<file path="src/rtl/vrb_arb_2to1.sv">
// Two-master (IFU/LSU) to one-slave valid/ready arbiter: round-robin with lock-on-stall
// on the command path, and an in-order ID FIFO that steers slave responses back.
module vrb_arb_2to1 #(
    parameter int AW   = 32,
    parameter int DW   = 32,
    parameter int OUTS = 2
) (
    input  logic            clk,
    input  logic            rst_n,

    input  logic            i_m0_cmd_valid,
    output logic            o_m0_cmd_ready,
    input  logic [AW-1:0]   i_m0_cmd_addr,
    input  logic            i_m0_cmd_read,
    input  logic [DW-1:0]   i_m0_cmd_wdata,
    input  logic [DW/8-1:0] i_m0_cmd_wmask,
    output logic            o_m0_rsp_valid,
    input  logic            i_m0_rsp_ready,
    output logic            o_m0_rsp_err,
    output logic [DW-1:0]   o_m0_rsp_rdata,

    input  logic            i_m1_cmd_valid,
    output logic            o_m1_cmd_ready,
    input  logic [AW-1:0]   i_m1_cmd_addr,
    input  logic            i_m1_cmd_read,
    input  logic [DW-1:0]   i_m1_cmd_wdata,
    input  logic [DW/8-1:0] i_m1_cmd_wmask,
    output logic            o_m1_rsp_valid,
    input  logic            i_m1_rsp_ready,
    output logic            o_m1_rsp_err,
    output logic [DW-1:0]   o_m1_rsp_rdata,

    output logic            o_s_cmd_valid,
    input  logic            i_s_cmd_ready,
    output logic [AW-1:0]   o_s_cmd_addr,
    output logic            o_s_cmd_read,
    output logic [DW-1:0]   o_s_cmd_wdata,
    output logic [DW/8-1:0] o_s_cmd_wmask,
    input  logic            i_s_rsp_valid,
    output logic            o_s_rsp_ready,
    input  logic            i_s_rsp_err,
    input  logic [DW-1:0]   i_s_rsp_rdata
);

    localparam int PW = $clog2(OUTS);
    localparam int CW = PW + 1;

    typedef enum logic [1:0] {
        ST_IDLE,
        ST_LOCK0,
        ST_LOCK1
    } state_t;

    state_t        r_state;
    logic          r_last;
    logic [PW-1:0] r_head;
    logic [PW-1:0] r_tail;
    logic [CW-1:0] r_count;
    logic          r_ids [OUTS];

    logic w_sel;
    logic w_sel_valid;
    logic w_full;
    logic w_empty;
    logic w_cmd_hs;
    logic w_head_id;
    logic w_rsp_hs;

    // NOTE: w_sel gets its default before the case so no path leaves it unassigned (no latch).
    always_comb begin
        w_sel = ~r_last;
        case (r_state)
            ST_LOCK0: w_sel = 1'b0;
            ST_LOCK1: w_sel = 1'b1;
            default: begin
                if (i_m0_cmd_valid ^ i_m1_cmd_valid) w_sel = i_m1_cmd_valid;
            end
        endcase
    end

    assign w_sel_valid = w_sel ? i_m1_cmd_valid : i_m0_cmd_valid;
    assign w_full      = (r_count == CW'(OUTS));
    assign w_empty     = (r_count == '0);
    assign w_cmd_hs    = w_sel_valid & i_s_cmd_ready & ~w_full;

    // Reset is folded into the visible handshake signals so nothing is offered while held.
    assign o_s_cmd_valid  = w_sel_valid & ~w_full & rst_n;
    assign o_m0_cmd_ready = ~w_sel & i_s_cmd_ready & ~w_full & rst_n;
    assign o_m1_cmd_ready =  w_sel & i_s_cmd_ready & ~w_full & rst_n;
    assign o_s_cmd_addr   = w_sel ? i_m1_cmd_addr  : i_m0_cmd_addr;
    assign o_s_cmd_read   = w_sel ? i_m1_cmd_read  : i_m0_cmd_read;
    assign o_s_cmd_wdata  = w_sel ? i_m1_cmd_wdata : i_m0_cmd_wdata;
    assign o_s_cmd_wmask  = w_sel ? i_m1_cmd_wmask : i_m0_cmd_wmask;

    assign w_head_id      = r_ids[r_head];
    assign o_m0_rsp_valid = i_s_rsp_valid & ~w_empty & ~w_head_id;
    assign o_m1_rsp_valid = i_s_rsp_valid & ~w_empty &  w_head_id;
    assign o_s_rsp_ready  = w_empty | (w_head_id ? i_m1_rsp_ready : i_m0_rsp_ready);
    assign w_rsp_hs       = i_s_rsp_valid & o_s_rsp_ready & ~w_empty;
    assign o_m0_rsp_rdata = i_s_rsp_rdata;
    assign o_m1_rsp_rdata = i_s_rsp_rdata;
    assign o_m0_rsp_err   = i_s_rsp_err & o_m0_rsp_valid;
    assign o_m1_rsp_err   = i_s_rsp_err & o_m1_rsp_valid;

    always_ff @(posedge clk or negedge rst_n) begin
        if (!rst_n) begin
            r_state <= ST_IDLE;
            r_last  <= 1'b0;
        end else if (w_cmd_hs) begin
            r_state <= ST_IDLE;
            r_last  <= w_sel;
        end else if (r_state == ST_IDLE && w_sel_valid) begin
            r_state <= w_sel ? ST_LOCK1 : ST_LOCK0;
        end
    end

    always_ff @(posedge clk or negedge rst_n) begin
        if (!rst_n) begin
            r_head  <= '0;
            r_tail  <= '0;
            r_count <= '0;
        end else begin
            if (w_cmd_hs) r_tail <= r_tail + 1'b1;
            if (w_rsp_hs) r_head <= r_head + 1'b1;
            case ({w_cmd_hs, w_rsp_hs})
                2'b10:   r_count <= r_count + 1'b1;
                2'b01:   r_count <= r_count - 1'b1;
                default: r_count <= r_count;
            endcase
        end
    end

    // NOTE: ID storage is deliberately unreset; an entry is only read while count is non-zero.
    always_ff @(posedge clk) begin
        if (w_cmd_hs) r_ids[r_tail] <= w_sel;
    end

endmodule
</file>
<file path="config.mk">
export PLATFORM = sky130hd
export DESIGN_NAME = vrb_arb_2to1
export DESIGN_NICKNAME = d
export VERILOG_FILES = /design/src/rtl/vrb_arb_2to1.sv
export SDC_FILE = /design/constraint.sdc
export NUM_CORES = 1
export LEC_CHECK = 0
export ABC_AREA = 0
export BUFFER_PORTS_ARGS = -buffer_cell sky130_fd_sc_hd__buf_2
export CAP_MARGIN = 0
export CELL_PAD_IN_SITES_DETAIL_PLACEMENT = 1
export CELL_PAD_IN_SITES_GLOBAL_PLACEMENT = 2
export CORE_ASPECT_RATIO = 1.5
export CORE_UTILIZATION = 12
export CTS_BUF_LIST = sky130_fd_sc_hd__clkbuf_4 sky130_fd_sc_hd__clkbuf_8
export DETAILED_ROUTE_END_ITERATION = 10
export PLACE_DENSITY = 0.87
export SLEW_MARGIN = 20
export SYNTH_ARGS = -nofsm -noshare
export SYNTH_HDL_FRONTEND = slang
export SYNTH_SLANG_ARGS = --single-unit
</file>
<file path="constraint.sdc">
create_clock -name clk -period 2.5 [get_ports clk]
set_input_delay 0.125 -clock clk [delete_from_list [all_inputs] [get_ports clk]]
set_output_delay 0.125 -clock clk [all_outputs]
set_load 0.005 [all_outputs]
</file>
; ---- Word level (Yosys, flattened, before mapping)
; Memory sizes are Yosys's and may differ from the RTL's.
; Index checks and enable logic that the tools add are counted.
[classes]
addsub = 4
n_reduce_logical = 5
bitwise = 24
mux = 14
n_eq_ne = 5
[ops]
columns = cell, count
row1 = two-way mux 32 bit, 2
row2 = bitwise AND 1 bit, 17
row3 = equality test 2 bit (second input constant), 3
row4 = two-way mux 1 bit, 6
row5 = two-way mux 2 bit, 3
row6 = inverter 1 bit, 5
row7 = equality test 2 x 1 -> 1 bit (second input constant), 2
row8 = logical NOT 2 bit, 2
row9 = two-way mux 4 bit, 1
row10 = case mux 2 bit (2 select lines), 1
row11 = nonzero test 2 bit, 2
row12 = adder 1 bit (second input constant), 2
row13 = adder 2 x 1 -> 2 bit (second input constant), 1
row14 = case mux 1 bit (2 select lines), 1
row15 = subtractor 2 x 1 -> 2 bit (second input constant), 1
row16 = logical AND 1 bit, 1
row17 = bitwise OR 1 bit, 1
row18 = XOR 1 bit, 1
[totals]
output_inout_bits = 141
ramBits = 2
elab_cells = 58
reg_bits = 7
mem_count = 1
input_bits = 179
[mem_list]
columns = name, depth, word_bits, rd, rd_clocked_by_memory_dff, write_ports, line_no
row1 = r_ids, 2, 1, 1, 0, 1, 59  ; logic r_ids [OUTS];

; ---- Logic depth before layout (Yosys ltp)
; Gate-level depths: netlist (run 1).
[logic_depth]
ltp_word = 8
depth_mapped = 9
ltp_nobuf = 9

; ---- Worst setup path after synthesis (run 1)
; OpenSTA, ideal clock, no wires.
[synth_timing]
path_type = register -> register
from = register r_state[0]
to = register r_count[1]
arrival_ps = 1830
setup_time_ps = 125
setup_slack_ps = 545
path_stages_with_launch = 10
cell_sequence = dfrtp_1 inv_1 ha_1 a21boi_0 a2bb2oi_1 nand2_1 ha_1 xnor2_1 nor2_1 xor2_1
[synth_between]
elab_chain_len = 7
word_cells_on_any_way = 10
cone_classes = eq/ne: 4 / mux: 3 / bitwise: 2 / reduce/logical: 1
[synth_lines]
columns = element, line_no
row1 = "start, declared", 54  ; state_t r_state;
row2 = "start signal, assigned", 113  ; r_state <= w_sel ? ST_LOCK1 : ST_LOCK0;
row3 = equality test 2 bit / equality test 2 x 1 -> 1 bit (equally long branches), 72  ; case (r_state)
row4 = case mux 1 bit (2 select lines) (*), 72
row5 = two-way mux 1 bit (*), 81  ; assign w_sel_valid = w_sel ? i_m1_cmd_valid : i_m0_cmd_valid;
row6 = bitwise AND 1 bit (*) (2 in series), 84  ; assign w_cmd_hs = w_sel_valid & i_s_cmd_ready & ~w_full;
row7 = equality test 2 x 1 -> 1 bit / equality test 2 bit (equally long branches), 125  ; case ({w_cmd_hs, w_rsp_hs})
row8 = case mux 2 bit (2 select lines) / nonzero test 2 bit (equally long branches), n/a
row9 = "end signal, assigned", 126  ; 2'b10: r_count <= r_count + 1'b1;
row10 = "end signal, assigned", 127  ; 2'b01: r_count <= r_count - 1'b1;
row11 = "end signal, assigned", 128  ; default: r_count <= r_count;
row12 = "end, declared", 58  ; logic [CW-1:0] r_count;
; Every way passes the cells marked *; elsewhere a longest branch is shown, timed or not.
; A chain may end at the register's enable or synchronous reset.

; ---- Worst setup path after layout (run 1)
[layout_timing]
from = register r_state[0]
to = output port o_s_cmd_wdata[27]
[layout_between]
elab_chain_len = 3
word_cells_on_any_way = 4
cone_classes = eq/ne: 2 / mux: 2
[layout_lines]
columns = element, line_no
row1 = equality test 2 bit / equality test 2 x 1 -> 1 bit (equally long branches), 72
row2 = case mux 1 bit (2 select lines) (*), 72
row3 = two-way mux 32 bit (*), 92  ; assign o_s_cmd_wdata = w_sel ? i_m1_cmd_wdata : i_m0_cmd_wdata;
row4 = "end, declared", 37  ; output logic [DW-1:0] o_s_cmd_wdata,
; Marks and branches as above.

==> run_results.csv, run 1 <==
group,metric,value,unit
floorplanning,initial_core_util,12.36,%
detailed_routing,vias,1954,
sta,rsz0062_at_grt,"no",
logic_synthesis,synth.area.mux_share,43.81,%
sta,finalMaxSlewViolations,0,
detailed_routing,via_per_inst,3.533,
grt,antenna_found_initial,0,
place,gp_congestion,0.7193,
clock_tree,cts-hold-fix-buffers,1,
logic_synthesis,syn_avg_cell_area,9.692,sq um
flow_run,max-cap-violations,0,
pwr,powerDensity,1057,nW/um^2
logic_synthesis,synthArstFlopShare,77.78,%
critical_path,crit_path_top_delay_cell,"mux2_2",
sta,fin_crit,2.320,ns
clock_tree,cts_root_buf,"clkbuf_8",
clock_tree,ctsResizeCount,0,
sta,setup_violations,0,
place,dp_slack,0.4363,ns
cells_and_area,nets,537,
clock_tree,cts.path.max_buffers,2,
floorplanning,fp.dieW,103.9,um
logic_synthesis,synthXorXnorAreaFrac,2.341,%
clock_tree,cts_tree,"done",
logic_synthesis,synthFlopType,"dfrtp_1",
logic_synthesis,synth_top_family_by_area,"multiplexers",
sta,fin_ws,0.1798,ns
logic_synthesis,synth-simple-area-share,4.615,%
grt,grt_overflow,0,
clock_tree,clk_pin_slew,0.04,ns
floorplanning,io_pins,320,
critical_path,cp.required,2.38,ns
place,dp_hpwl,7804,um
sta,finalHoldViolCount,0,
sta,finalCritPeriodShare,92.81,%
logic_synthesis,synth-compound-area-share,4.348,%
logic_synthesis,synth-edff-count,2,
cells_and_area,final_area,2798,sq um
pwr,power.leakage,0.001461,uW
logic_synthesis,syn_area,1871,sq um
sta,fmax,0.4310,GHz
status,outcome,"finished, final reports clean",
logic_synthesis,synthCells,193,
floorplanning,die_y,154.9,um
critical_path,r2r_setup_slack,0.51,ns
detailed_routing,avgRoutedWirePerCell,15.74,um
critical_path,critical_path.cell_chain,"inv_1 > ha_1 > a211o_1 > o21ai_4 > buf_12 > mux2_2 > buf_2",
critical_path,r2r_end,"r_count[1]$_DFFE_PN0P_",
logic_synthesis,ys_top_cells_by_count,"66 x buf_4, 65 x mux2_2, 9 x nor2_1",
cells_and_area,antenna_cells,0,
worst_hold_path,min_from,"i_s_rsp_rdata[13]",
detailed_routing,drtIter0Drc,59,
critical_path,rr_worst_depth,8,
cells_and_area,syn2layout_area_growth,49.57,%
clock_tree,cts.sinks,9,
critical_path,critPathTopFamily,"buffers and inverters",
critical_path,cp.buffers_inverters,3,
logic_synthesis,synth_area_leaders,"mux2_2 39%, buf_4 26%, dfrtp_1 9.4%",
detailed_routing,drc_errors,0,
critical_path,crit_path_start_kind,"flip-flop",
worst_hold_path,hold_path_end,"o_m0_rsp_rdata[13]",
worst_hold_path,hold_path_depth,0,
logic_synthesis,ys_warn_count,0,
clock_tree,cts_buffers,3,
cells_and_area,num-fill-cells,1883,
sta,worst_pin_slew,0.3375,ns
grt,first_global_vias,2045,
sta,setup_tns,0,ns
place,dp_cells,548,
cells_and_area,drive_above_1_share,83.90,%
sta,clock_skew,0.001121,ns
cells_and_area,multi_input_area,1069,sq um
cells_and_area,utilization,18.48,%
critical_path,end_kind,"primary output",
logic_synthesis,synth_fa_ha_area_share,2.007,%
critical_path,critPathMaxStageDelay,0.41,ns
logic_synthesis,yosysTopAreaCell,"mux2_2",
grt,grt_pass1_wl,12100,um
critical_path,path_max_fanout,40,
place,placed_cell_area,2739,sq um
logic_synthesis,yosysUniqueCellTypes,24,
clock_tree,clkLatencyLatePin,0.24,ns
grt,grt_max_degree,41,
cells_and_area,finalNonFillerCells,553,
place,portBuffers,223,
cells_and_area,register_area,235.2,sq um
critical_path,critical_path_arrival,2.20,ns
logic_synthesis,yosysTopAreaCellShare,39.13,%
logic_synthesis,syn_nets,375,
pwr,ir_drop,473.2,uV
detailed_routing,ant_nets,0,
clock_tree,cts_max_level,1,
floorplanning,coreArea,15140,sq um
floorplanning,rows,55,
grt,grt_use_total,9.968,%
clock_tree,post_cts_buffers,0,
logic_synthesis,ys_ff_latch,9,
floorplanning,dieArea,16100,sq um
detailed_routing,dr.pass1.iters,3,
critical_path,worstSetupPathType,"reg -> out",
logic_synthesis,yosysMostFrequentCell,"buf_4",
sta,slew_headroom,77.26,%
detailed_routing,routed_wl,8702,um
logic_synthesis,ys_seq_area_share,12.58,%
worst_hold_path,hp-class,"in -> out",
critical_path,r2r-start,"r_state[0]$_DFFE_PN0P_",
-- area by class of cell --
type,count,area share [%]
clock buffer,4,1.744
inverter,4,0.5367
multi-input combinational,109,38.19
sequential,9,8.408
tap,199,8.900
timing repair buffer,228,42.22
-- registers in the layout (all words and copies together) (netlist names) --
name     cells
r_state      2
r_head       1
r_last       1
r_tail       1
r_count      2
r_ids        2
-- layout by cell type (no fill, tap or decap), drive strengths merged --
cell / instances
xor2: 2
clkbuf: 4
a21boi: 1
a211o: 1
nor2: 9
dlygate4sd3: 1
a2bb2oi: 1
o21ai: 4
ha: 3
nand3b: 1
o2bb2ai: 2
inv: 4
nand2: 2
xnor2: 3
and2: 1
o211ai: 1
buf: 227
mux2: 71
and3: 4
edfxtp: 2
mux2i: 2
dfrtp: 7
nand2b: 1
-- metrics by stage --
stage | hold slack (ns) | power, uW
6_report | 0.2500 | 2958
5_1_grt | 0.2500 | 3204
4_1_cts | 0.2501 | 3018
3_5_place_dp | -0.01459 | 2811
3_3_place_gp | -0.01853 | 2773
2_1_floorplan | -0.1706 | 1950
-- report_power, final --
group	internal, uW	switching [uW]
Clock	123	66.8
Sequential	228	65.1
Combinational	1370	1110
-- worst reg2reg max path: stages (launching register included) --
cell	delay [ns]
dfrtp_1	0.34
inv_1	0.07
ha_1	0.34
a21boi_0	0.18
a2bb2oi_1	0.25
nand2_1	0.11
ha_1	0.34
nor2_1	0.14
xor2_1	0.15
-- cell families (layout without fill, tap and decap cells) --
logic type                 count (synthesis)  in the layout
xor gates and xnor gates                   5              5
adders and majority gates                  3              3
and+or+nand+nor                           18             18
buffers and inverters                     75            236
AOI/OAI and AO/OA                         10             10
muxes                                     73             73
DFF                                        9              9
-- routing by layer --
metal  global-route usage (%)  share of wire, %
met3                    2.304               8.5
met1                    12.91                43
met5                        0                 0
met2                    15.78                45
met4                    4.286               3.4
-- worst max-delay path by stage --
| stage | from | endpoint | slack [ns] | cells after the start |
|---|---|---|---|---|
| after floorplan | r_state[0]$_DFFE_PN0P_ | r_count[1]$_DFFE_PN0P_ | 0.54 | 9 |
| after global placement | r_state[0]$_DFFE_PN0P_ | o_s_cmd_wdata[7] | 0.48 | 7 |
| after detailed placement | r_state[0]$_DFFE_PN0P_ | o_s_cmd_wdata[7] | 0.44 | 7 |
| after CTS | r_state[0]$_DFFE_PN0P_ | o_s_cmd_wdata[7] | 0.16 | 7 |
| after global routing | r_state[0]$_DFFE_PN0P_ | o_s_cmd_wdata[4] | 0.09 | 7 |
| final | r_state[0]$_DFFE_PN0P_ | o_s_cmd_wdata[27] | 0.18 | 7 |
No activity file was read; power rests on OpenSTA's default activity.
==> run 2: changes to the inputs <==
- CORE_AREA: not set -> 2 2 123 125
- CORE_ASPECT_RATIO: 1.5 -> not set
- CORE_UTILIZATION: 12 -> not set
- DIE_AREA: not set -> 0 0 125 127
- PLACE_DENSITY: 0.87 -> 0.92
- clock period: 2.5 -> 3 ns (I/O delays scaled with it)
==> run 2 against run 1 <==
Net effect:
- power decreased by 20%
- final area decreased by 1.7%
- die area decreased by 1.4%
- clock power decreased by 26%
- largest cell class unchanged
- critical endpoint is now o_s_cmd_wmask[3]
- sequential share of layout area increased by 0.15 points
- sequential cell count unchanged
- combinational power decreased by 20%
- utilization increased by 0.58 points
- via count decreased by 0.77%
- cell count decreased by 3.1%
==> run_results.csv, run 2 (synthesized netlist as in run 1, its figures left out) <==
group,metric,value,unit
status,outcome,"finished, final reports clean",
worst_hold_path,hp-class,"in -> async",
critical_path,cp.required,2.85,ns
detailed_routing,drtIter0Drc,49,
sta,rsz0062_at_grt,"no",
pwr,powerDensity,857.4,nW/um^2
critical_path,end_kind,"primary output",
clock_tree,clkLatencyLatePin,0.23,ns
sta,setup_tns,0,ns
clock_tree,ctsResizeCount,0,
pwr,p_total,2357,uW
grt,first_global_vias,2104,
critical_path,worstSetupPathType,"reg -> out",
grt,antenna_found_initial,0,
cells_and_area,reg_top3,"r_count: 2 flops, r_ids: 2 flops, r_state: 2 flops",
grt,grt_pass1_wl,11440,um
detailed_routing,vias,1939,
place,dp_cells,531,
sta,clock_skew,0.004308,ns
critical_path,critPathTopFamily,"buffers and inverters",
sta,fin_crit,2.394,ns
clock_tree,clk_pin_slew,0.05,ns
cells_and_area,finalNonFillerCells,536,
sta,finalCritPeriodShare,79.81,%
critical_path,path_max_fanout,27,
place,gp_congestion,0.8103,
floorplanning,rows,44,
detailed_routing,ant_nets,0,
detailed_routing,avgRoutedWirePerCell,14.61,um
critical_path,r2r-start,"r_state[0]$_DFFE_PN0P_",
place,portBuffers,223,
sta,worst_pin_slew,0.3677,ns
clock_tree,cts_root_buf,"clkbuf_8",
critical_path,r2r_end,"r_count[1]$_DFFE_PN0P_",
cells_and_area,final_area,2749,sq um
cells_and_area,final_common_cell,"buf_2",
grt,grt_max_degree,46,
detailed_routing,dr.pass1.iters,2,
floorplanning,initial_core_util,12.97,%
floorplanning,fp.dieW,125,um
critical_path,critical_path_arrival,2.24,ns
pwr,ir_drop,269.3,uV
detailed_routing,drc_errors,0,
critical_path,r2r_setup_slack,0.87,ns
floorplanning,coreArea,14420,sq um
clock_tree,cts.sinks,9,
sta,finalMaxSlewViolations,0,
critical_path,rr_worst_depth,9,
grt,grt_use_total,9.025,%
detailed_routing,routed_wl,7829,um
sta,finalHoldViolCount,0,
cells_and_area,nets,535,
sta,slew_headroom,75.49,%
cells_and_area,utilization,19.06,%
clock_tree,cts_tree,"done",
cells_and_area,antenna_cells,0,
critical_path,critPathMaxStageDelay,0.39,ns
cells_and_area,syn2layout_area_growth,46.96,%
floorplanning,die_y,127,um
detailed_routing,via_per_inst,3.618,
cells_and_area,drive_above_1_share,83.81,%
critical_path,cp.buffers_inverters,3,
flow_run,max-cap-violations,0,
cells_and_area,mostFrequentLayoutCells,"223 x buf_2, 65 x mux2_2, 9 x nor2_1",
sta,fmax,0.4177,GHz
critical_path,critical_path.cell_chain,"inv_1 > ha_1 > a211o_1 > o21ai_4 > buf_4 > mux2_2 > buf_2",
clock_tree,cts.path.max_buffers,2,
grt,grt_overflow,0,
floorplanning,dieArea,15880,sq um
critical_path,crit_path_start_kind,"flip-flop",
place,placed_cell_area,2693,sq um
clock_tree,cts_max_level,1,
clock_tree,cts_buffers,3,
floorplanning,io_pins,320,
place,dp_hpwl,7089,um
pwr,power.leakage,0.001447,uW
critical_path,crit_path_top_delay_cell,"mux2_2",
sta,setup_violations,0,
-- run 2: cell types whose count changed in the layout (fill, tap and decap cells not counted), sizes merged --
cell,delta
buf,-2
clkinv,+1
clkbuf,-1
-- run 2: cell type report --
cell class,instances,area (sq um)
Tap cell,184,230.2
Clock buffer,3,41.29
Timing Repair Buffer,226,1154
Inverter,4,15.01
Clock inverter,1,5.005
Sequential cell,9,235.2
Multi-Input combinational cell,109,1069
Fill cell,1797,11670
-- run 2: repair_timing --
action                     in CTS  in global routing
setup endpoints to repair       0                  0
setup buffers                   0                  0
hold buffers                    1                  0
hold endpoints to repair        7                  0
-- run 2: how the worst max path moves through the flow --
stage	endpoint	slack, ns	cells past startpoint	start
after CTS	o_s_cmd_wmask[3]	0.58	7	r_state[1]$_DFFE_PN0P_
after global routing	o_m1_cmd_ready	0.47	8	r_state[0]$_DFFE_PN0P_
after detailed placement	o_s_cmd_wmask[3]	0.83	7	r_state[1]$_DFFE_PN0P_
final	o_s_cmd_wmask[3]	0.61	7	r_state[0]$_DFFE_PN0P_
after global placement	r_count[1]$_DFFE_PN0P_	0.86	9	r_state[0]$_DFFE_PN0P_
after floorplan	r_count[1]$_DFFE_PN0P_	1.04	9	r_state[0]$_DFFE_PN0P_
-- run 2: power by group --
part	switching, uW	total [uW]	internal [uW]
sequential	50.8	240	190
clock	49.0	140	90.6
combinational	879	1980	1100
total	979	2360	1380
-- run 2: worst register-to-register path, delay by kind of cell, from the launching register on --
family | cells | cell delay (ns)
xor gates and xnor gates | 2 | 0.30
adders and majority gates | 2 | 0.59
DFF | 1 | 0.33
AOI/OAI and AO/OA | 2 | 0.47
and+or+nand+nor | 2 | 0.27
buffers and inverters | 1 | 0.06
-- run 2: through the flow --
stage	worst slack, ns	hold WS [ns]
after floorplan	1.045	-0.1456
after global placement	0.8591	0.007818
after detailed placement	0.8320	0.01256
after CTS	0.5759	0.3001
after global routing	0.4681	0.3000
final	0.6058	0.3000
-- run 2: metal layers --
layer / up-vias / global-route usage (%) / share of wire [%]
li1: 919 / - / -
met1: 873 / 10.17 / 38
met2: 141 / 17.39 / 52
met3: 6 / 2.764 / 8.8
met4: 0 / 0.6536 / 0.26
met5: - / 0 / 0
==> run 3: changes to the inputs <==
- CORE_AREA: 2 2 123 125 -> not set
- CORE_ASPECT_RATIO: not set -> 1.5
- CORE_UTILIZATION: not set -> 12
- DIE_AREA: 0 0 125 127 -> not set
- PLACE_DENSITY: 0.92 -> 0.87
- clock period: 3 -> 2.4 ns (I/O delays scaled with it)
==> run 3 against run 2 <==
Net effect:
- count of clock-buffer cells in the layout is 1 higher
- critical endpoint is now o_s_cmd_wmask[0]
- register-to-register slack lost 0.49 ns
- clock power up 33%
- first-iteration DRC count down 39%
- sequential cell count is the same
- global-route usage is 0.94 points higher
- utilization decreased by 0.61 points
- sequential power grew 25%
- combinational power rose by 30%
- worst setup slack lost 0.46 ns
- die area rose by 1.4%
- final area rose by 1.6%
==> run_results.csv, run 3 (synthesized netlist as in run 1, its figures left out) <==
group,metric,value,unit
status,outcome,"finished, final reports clean",
grt,grt_pass1_wl,12050,um
place,dp_hpwl,7806,um
sta,setup_violations,0,
floorplanning,initial_core_util,12.36,%
clock_tree,cts_tree,"done",
detailed_routing,ant_nets,0,
detailed_routing,drtIter0Drc,30,
pwr,ir_drop,396.2,uV
clock_tree,cts.path.max_buffers,2,
pwr,p_seq_share,9.8,%
cells_and_area,final_common_cell,"buf_2",
place,gp_congestion,0.7397,
critical_path,crit_path_start_kind,"flip-flop",
sta,worst_pin_slew,0.3111,ns
cells_and_area,nets,536,
floorplanning,fp.dieW,103.9,um
sta,setup_tns,0,ns
grt,use_met1,12.43,%
floorplanning,dieArea,16100,sq um
clock_tree,cts.sinks,9,
floorplanning,io_pins,320,
clock_tree,cts_buffers,3,
clock_tree,cts_root_buf,"clkbuf_8",
cells_and_area,num-fill-cells,1871,
sta,fmax,0.4430,GHz
sta,fin_ws,0.1429,ns
detailed_routing,routed_wl,8658,um
clock_tree,clk_pin_slew,0.04,ns
cells_and_area,register_area,235.2,sq um
cells_and_area,drive_above_1_share,83.85,%
pwr,power.leakage,0.001457,uW
detailed_routing,vias,1956,
cells_and_area,syn2layout_area_growth,49.30,%
grt,antenna_found_initial,1,
clock_tree,clkLatencyLatePin,0.23,ns
grt,grtUsageMet3,2.556,%
worst_hold_path,min_from,"i_s_rsp_rdata[13]",
cells_and_area,mostFrequentLayoutCells,"223 x buf_2, 65 x mux2_2, 9 x nor2_1",
worst_hold_path,hold_path_depth,0,
cells_and_area,reg_top3,"r_count: 2 flops, r_ids: 2 flops, r_state: 2 flops",
detailed_routing,dr.pass1.iters,4,
floorplanning,rows,55,
clock_tree,post_cts_buffers,0,
grt,grt_overflow,0,
critical_path,rr_worst_depth,8,
pwr,pwr-share-comb,84.1,%
critical_path,end_kind,"primary output",
detailed_routing,drc_errors,0,
floorplanning,die_y,154.9,um
pwr,clkPwrFrac,6.1,%
critical_path,worstSetupPathType,"reg -> out",
sta,fin_crit,2.257,ns
sta,finalHoldViolCount,0,
worst_hold_path,hold_path_end,"o_m0_rsp_rdata[13]",
grt,grt_busiest_layer,"met2",
critical_path,r2r_end,"r_count[1]$_DFFE_PN0P_",
critical_path,critical_path_arrival,2.14,ns
pwr,p_total,3056,uW
flow_run,max-cap-violations,0,
sta,slew_headroom,79.04,%
grt,use_met2,16.38,%
sta,rsz0062_at_grt,"no",
sta,clock_skew,0.001913,ns
pwr,p_switching,1274,uW
detailed_routing,avgRoutedWirePerCell,15.66,um
critical_path,path_max_fanout,37,
grt,grt_max_degree,38,
critical_path,r2r-start,"r_state[1]$_DFFE_PN0P_",
sta,finalCritPeriodShare,94.05,%
grt,first_global_vias,2025,
floorplanning,coreArea,15140,sq um
pwr,p_sw_share,41.70,%
pwr,powerDensity,1094,nW/um^2
detailed_routing,via_per_inst,3.537,
place,portBuffers,223,
grt,grt_use_total,9.969,%
clock_tree,cts_max_level,1,
critical_path,r2r_setup_slack,0.38,ns
pwr,p_int,1782,uW
place,dp_slack,0.3703,ns
cells_and_area,multi_input_area,1069,sq um
worst_hold_path,hp-class,"in -> out",
critical_path,cp.required,2.28,ns
sta,finalMaxSlewViolations,0,
## run 3: changes by cell type in the layout (fill, tap and decap cells not counted), sizes merged
cell,delta
diode,+1
buf,+1
clkinv,-1
clkbuf,+1
## run 3: final cells by class
class	count	share of cell area, %
clock buffer	4	1.747
timing repair buffer	227	42.03
tap	199	8.916
antenna	1	0.08961
sequential	9	8.423
multi-input combinational	109	38.26
inverter	4	0.5376
## run 3: how the worst max path moves through the flow
stage | endpoint | cells past startpoint | slack, ns | start
after global placement | o_s_cmd_wdata[8] | 7 | 0.41 | r_state[0]$_DFFE_PN0P_
after detailed placement | o_s_cmd_wdata[28] | 7 | 0.37 | r_state[0]$_DFFE_PN0P_
after CTS | o_s_cmd_wdata[28] | 7 | 0.11 | r_state[1]$_DFFE_PN0P_
after floorplan | r_count[1]$_DFFE_PN0P_ | 9 | 0.44 | r_state[0]$_DFFE_PN0P_
after global routing | o_s_cmd_wmask[0] | 7 | 0.04 | r_state[0]$_DFFE_PN0P_
final | o_s_cmd_wmask[0] | 7 | 0.14 | r_state[1]$_DFFE_PN0P_
## run 3: metrics by stage
step                      std cells  hold WS (ns)  util, %  cell area, sq um
final                           553        0.2400    18.45              2793
after global routing            552        0.2400    18.43              2790
after CTS                       552        0.2401    18.43              2790
after detailed placement        547      -0.01049    18.04              2731
after global placement          547      -0.01851    18.04              2731
after floorplan                 193       -0.1756        -              1871
## run 3: worst max-delay path, cell delays in order, from the launching register on
cell	delay (ns)
dfrtp_1	0.37
inv_1	0.06
ha_1	0.31
a211o_1	0.27
o21ai_4	0.10
buf_12	0.25
mux2_2	0.37
buf_2	0.15
## run 3: what timing repair did
item                                   CTS  global route
endpoints found under the hold margin    7             0
setup endpoints to repair                0             0
resized for setup                        0             0
hold buffers                             1             0
## run 3: routing by layer
layer / wire, um / part of all wire (%) / up-vias
li1: - / - / 928
met1: 3643 / 42 / 858
met2: 3956 / 46 / 137
met3: 791 / 9.1 / 33
met4: 267 / 3.1 / 0
met5: 0 / 0 / -
## run 3: power groups by stage
stage          Clock (uW)  Sequential [uW]  Combinational [uW]
2_1_floorplan           0              287                1740
4_1_cts               192              302                2620
3_3_place_gp            0              298                2580
6_report              186              301                2570
5_1_grt               199              312                2790
3_5_place_dp            0              303                2600
